`src/rtl/loader_pkg.sv`:
```
// Shared types and constants for the MC14500B serial program loader.
package loader_pkg;

  localparam logic [7:0] SYNC_BYTE = 8'hA5;

  typedef enum logic [2:0] {
    IDLE,
    CNT_HI,
    CNT_LO,
    DATA_HI,
    DATA_LO,
    CHECK,
    DONE,
    ERROR
  } loader_state_t;

  // Largest legal word count: one word per RAM location.
  function automatic logic [16:0] max_words(input int aw);
    return 17'(1) << aw;
  endfunction

endpackage

```
`src/rtl/loader_checksum.sv`:
```
// Modulo-256 byte accumulator; clear wins over add.
module loader_checksum (
  input  logic       clk,
  input  logic       reset,
  input  logic       clr,
  input  logic       add_en,
  input  logic [7:0] din,
  output logic [7:0] sum
);

  always_ff @(posedge clk or negedge reset) begin
    if (!reset)      sum <= 8'h00;
    else if (clr)    sum <= 8'h00;
    else if (add_en) sum <= sum + din;
  end

endmodule

```
`src/rtl/program_loader.sv`:
```
// Decodes SYNC/COUNT/words/CSUM frames from a byte stream into program RAM
// writes, holding the CPU in reset until a frame verifies.
module program_loader
  import loader_pkg::*;
#(
  parameter int ADDR_WIDTH        = 12,
  parameter int INSTRUCTION_WIDTH = 4,
  parameter int DATA_WIDTH        = ADDR_WIDTH + INSTRUCTION_WIDTH
) (
  input  logic                  clk,
  input  logic                  reset,
  input  logic [7:0]            rx_data,
  input  logic                  rx_valid,
  output logic                  rx_ready,
  output logic                  prog_write,
  output logic [ADDR_WIDTH-1:0] prog_address,
  output logic [DATA_WIDTH-1:0] prog_data,
  output logic                  cpu_hold,
  output logic                  done,
  output logic                  error
);

  loader_state_t state, state_nxt;
  logic [7:0]  cnt_hi_q, data_hi_q, csum;
  logic [15:0] remaining, count_w, word_w;
  logic        accept, sync_acc, sum_add, wr_issue;

  assign accept  = rx_valid & rx_ready;
  assign count_w = {cnt_hi_q, rx_data};
  assign word_w  = {data_hi_q, rx_data};

  always_ff @(posedge clk or negedge reset) begin
    if (!reset) state <= IDLE;
    else        state <= state_nxt;
  end

  always_comb begin
    state_nxt = state;
    if (accept) begin
      case (state)
        IDLE, DONE, ERROR: if (rx_data == SYNC_BYTE) state_nxt = CNT_HI;
        CNT_HI:  state_nxt = CNT_LO;
        CNT_LO: begin
          if (count_w == 16'd0)                              state_nxt = CHECK;
          else if ({1'b0, count_w} > max_words(ADDR_WIDTH)) state_nxt = ERROR;
          else                                               state_nxt = DATA_HI;
        end
        DATA_HI: state_nxt = DATA_LO;
        DATA_LO: state_nxt = (remaining == 16'd1) ? CHECK : DATA_HI;
        CHECK:   state_nxt = (rx_data == csum) ? DONE : ERROR;
        default: state_nxt = IDLE;
      endcase
    end
  end

  always_comb begin
    done     = (state == DONE);
    error    = (state == ERROR);
    cpu_hold = (state != DONE);
    sync_acc = accept && (rx_data == SYNC_BYTE) &&
               (state == IDLE || state == DONE || state == ERROR);
    sum_add  = accept && (state == DATA_HI || state == DATA_LO);
    wr_issue = accept && (state == DATA_LO);
  end

  loader_checksum u_csum (
    .clk    (clk),
    .reset  (reset),
    .clr    (sync_acc),
    .add_en (sum_add),
    .din    (rx_data),
    .sum    (csum)
  );

  // Address advances on the write strobe itself, so the strobe cycle sees
  // the address of the word being written.
  always_ff @(posedge clk or negedge reset) begin
    if (!reset) begin
      rx_ready     <= 1'b0;
      prog_write   <= 1'b0;
      prog_address <= '0;
      prog_data    <= '0;
      cnt_hi_q     <= 8'h00;
      data_hi_q    <= 8'h00;
      remaining    <= 16'd0;
    end else begin
      rx_ready   <= 1'b1;
      prog_write <= wr_issue;
      if (sync_acc)        prog_address <= '0;
      else if (prog_write) prog_address <= prog_address + {{(ADDR_WIDTH-1){1'b0}}, 1'b1};
      if (sync_acc) begin
        cnt_hi_q  <= 8'h00;
        remaining <= 16'd0;
      end
      if (accept && state == CNT_HI)  cnt_hi_q  <= rx_data;
      if (accept && state == CNT_LO)  remaining <= count_w;
      if (accept && state == DATA_HI) data_hi_q <= rx_data;
      if (wr_issue) begin
        prog_data <= word_w[DATA_WIDTH-1:0];
        remaining <= remaining - 16'd1;
      end
    end
  end

endmodule
```
`config.mk`:
```
export PLATFORM = sky130hd
export DESIGN_NAME = program_loader
export DESIGN_NICKNAME = d
export VERILOG_FILES = /design/src/rtl/loader_pkg.sv /design/src/rtl/loader_checksum.sv /design/src/rtl/program_loader.sv
export SDC_FILE = /design/constraint.sdc
export NUM_CORES = 1
export LEC_CHECK = 0
export ABC_AREA = 1
export CORE_MARGIN = 4
export CORE_UTILIZATION = 35
export DETAILED_ROUTE_END_ITERATION = 10
export GPL_TIMING_DRIVEN = 0
export PLACE_DENSITY = 0.64
export SLEW_MARGIN = 40
export SYNTH_ARGS = -nofsm -noshare
export SYNTH_HDL_FRONTEND = slang
export SYNTH_HIERARCHICAL = 1
export SYNTH_SLANG_ARGS = --single-unit
```
`constraint.sdc`:
```
create_clock -name clk -period 4.3 [get_ports clk]
set_input_delay 0.86 -clock clk [delete_from_list [all_inputs] [get_ports clk]]
set_output_delay 0.86 -clock clk [all_outputs]
set_load 0.01 [all_outputs]
```
==> flow_summary.json, run 1 <==
{
  "peakVddDrop_v": 0.000334,
  "fillCellCount": 1104,
  "synth_top_family_by_area": "simple AND/OR/NAND/NOR gates",
  "ios": 44,
  "cpLargestDelayFamily": "simple AND/OR/NAND/NOR gates",
  "overflow": 0,
  "grt_max_degree": 40,
  "syn_nets": 537,
  "synth_flop_cell": "dfrtp_1",
  "yosys.area_share.simple_pct": 30.7,
  "cts_root_buf": "clkbuf_16",
  "grt_usage_pct": 15.8,
  "io_buffers": 43,
  "cts.htree.levels": 3,
  "crit_path_end_kind": "flop",
  "clk_latency_ns": 0.34,
  "die-area_um2": 13000,
  "startpoint": "rx_valid",
  "utilization_pct": 44.5,
  "drc": 0,
  "cap_viol_max_count": 0,
  "drt_wl_total_um": 9530,
  "diodes": 0,
  "synth_area_per_cell_um2": 7.65,
  "seq_area_frac_synth_pct": 46.3,
  "vias": 3497,
  "min_path_type": "in -> async",
  "async_flop_share_pct": 100,
  "slew_violations": 0,
  "power_uw": 3150,
  "routedWlPerCell_um": 13.3,
  "antenna_found_initial": 0,
  "final_cell_mix": "169 x nand2_1, 73 x dfrtp_1, 55 x inv_1",
  "period_minus_slack_ns": 2.65,
  "die_w_um": 114,
  "vias_per_cell": 4.89,
  "crit_top_cell": "nand2_1",
  "status": "complete, no violations",
  "fin_crit_sh_pct": 61.7,
  "critPathSlowestCell": "clkdlybuf4s50_1",
  "post_cts_buffers": 0,
  "dr.pass1.iters": 4,
  "max_freq_mhz": 377,
  "drive_gt1_share_pct": 6.61,
  "critPathMaxFanout": 10,
  "synth_top_area_cell": "dfrtp_1",
  "worstPathCellList": "clkdlybuf4s50_1 -> nand2_1 -> nor2_1 -> nand3_1 -> clkbuf_1 -> nand2_1 -> inv_1 -> nor2_8 -> nand2_1 -> o21ai_1",
  "synth_compound_area_share_pct": 8.95,
  "worstSetupStartpointType": "input pin",
  "hold_viol_final": 0,
  "rsz0062_at_grt": "false",
  "cp_num_cells": 10,
  "synth_edf_count": 0,
  "synth_cell_types": 39,
  "cp.buffers_inverters": 3,
  "fin_worst_skew_ns": 0.00574,
  "area_delta_synth_final_pct": 23.4,
  "place_congestion": 0.835,
  "ys_ff_latch": 73,
  "cp.required_ns": 4.57,
  "setup_violations": 0,
  "endpoint": "u_csum/sum[4]",
  "synth_cells": 515,
  "yosys.area.top_type_share_pct": 46.3,
  "drtAntennaViolNets": 0,
  "clockBufferDepth": 2,
  "reg2regPathDepth": 8,
  "r2r_end": "u_csum/sum[2]",
  "drtIter0Drc": 205,
  "die_h_um": 114,
  "postCtsResizedCells": 0,
  "slowest_delay_ns": 0.46,
  "layout_commonest_cell": "nand2_1",
  "r2r_start": "rx_ready",
  "nets": 592,
  "numCtsBuffers": 9,
  "netlist_area_um2": 3940,
  "clock_sinks": 73,
  "synthAdderAreaFrac_pct": 3.68,
  "p_leak_uw": 0.00245,
  "powerDensity_nw_per_um2": 647,
  "coreArea_um2": 10900,
  "grt_pass1_vias": 3490,
  "crit_arrival_ns": 2.92,
  "rows": 38,
  "grt_pass1_wl_um": 16500,
  "clk_pin_slew_worst_paths_ns": 0.06,
  "synthMuxAreaShare_pct": 0.254,
  "dp_hpwl_um": 6930,
  "synthXorXnorAreaFrac_pct": 3.11,
  "yosys-top-cells-area": "dfrtp_1 46%, nand2_1 16%, inv_1 5.2%",
  "hold_buffers": 0,
  "initial_core_util_pct": 36.0,
  "r2r_slack_ns": 2.23,
  "path_class": "in -> reg",
  "finalSetupTns_ns": 0,
  "yosysWarningCount": 6,
  "tritoncts": "yes"
}
-- synth_stat cells (3+ instances only) --
library cell,instances
inv_1,55
ha_1,10
nor2_1,51
clkbuf_1,4
o21ai_0,33
o22ai_1,3
o21ai_1,3
nor3_1,6
a21oi_1,15
inv_2,4
nand3_1,39
buf_2,3
nand2_2,3
dfrtp_1,73
nand2_1,169
xor2_1,10
xnor2_1,4
-- routing by layer --
| metal | GRT usage, % | share of wire [%] |
|---|---|---|
| met1 | 20.3 | 46 |
| met2 | 26.2 | 47 |
| met3 | 3.49 | 5.2 |
| met4 | 5.78 | 1.8 |
| met5 | 0 | 0 |
-- area by class of cell --
type	instances	area [um2]	area share [%]
multi-input cells	374	1850	37.9
flip-flops and latches	73	1830	37.6
repair buffers	44	452	9.28
clock buffers	10	239	4.91
inverters	60	228	4.68
well taps	140	175	3.60
clock inverters	6	57.6	1.18
plain buffers	8	41.3	0.849
-- flip-flops by register name, indices dropped and copies added (netlist names) --
signal and cells:
prog_data 16, u_csum/sum 8, state 3, prog_write 1
remaining 16, prog_address 12, cnt_hi_q 8, data_hi_q 8
rx_ready 1
-- through the flow --
step / setup WS (ns) / hold WS [ns] / std cells / area [um2]
final: 1.65 / 0.407 / 715 / 4860
after global routing: 1.39 / 0.429 / 715 / 4860
after CTS: 1.61 / 0.413 / 715 / 4860
after detailed placement: 1.31 / 0.462 / 699 / 4570
after global placement: -0.298 / 0.457 / 698 / 4550
after floorplan: 2.15 / 0.449 / 515 / 3940
-- how the worst min path moves through the flow --
stage,from,to,cells after the start
after CTS,reset,prog_address[4],1
after detailed placement,prog_data[14],prog_data[14],2
after global routing,reset,prog_data[9],1
after global placement,prog_data[10],prog_data[10],2
final,reset,prog_address[0],1
after floorplan,data_hi_q[2],prog_data[10],2
-- worst reg2reg max path, delay by kind of cell (launching register included) --
family,cells,cell delay (ns)
AOI/OAI and AO/OA,1,0.25
DFF,1,0.37
and+or+nand+nor,5,0.78
buffers and inverters,2,0.56
-- cells by family after synthesis --
family,count (synthesis)
compound gates,63
xor+xnor,14
fa+ha+maj,11
buf+inv,68
flops,73
mux,1
other cells,1
simple gates,284
-- where the power goes --
group / internal [uW] / leakage (uW) / switching [uW]
sequential: 967 / 0.000915 / 230
combinational: 539 / 0.00139 / 660
clock: 460 / 0.000148 / 289
total: 1970 / 0.00245 / 1180
No activity file was read; power rests on OpenSTA's default activity.
==> inputs of run 2 (changes only) <==
==> constraint.sdc (replaced) <==
create_clock -name clk -period 2.7 [get_ports clk]
set_input_delay 0.54 -clock clk [delete_from_list [all_inputs] [get_ports clk]]
set_output_delay 0.54 -clock clk [all_outputs]
set_load 0.01 [all_outputs]
==> results of run 2 <==
The final DEF is identical to that of run 1. Status: complete, no violations.
Among the figures that moved: setup slack after placement 1.31 ns -> 0.0336 ns; setup slack after layout 1.65 ns -> 0.369 ns; hold slack 0.407 ns -> 0.0871 ns; register-to-register setup slack 2.23 ns -> 0.63 ns; total power 3150 uW -> 5010 uW; worst IR drop on VDD 0.000334 V -> 0.000533 V
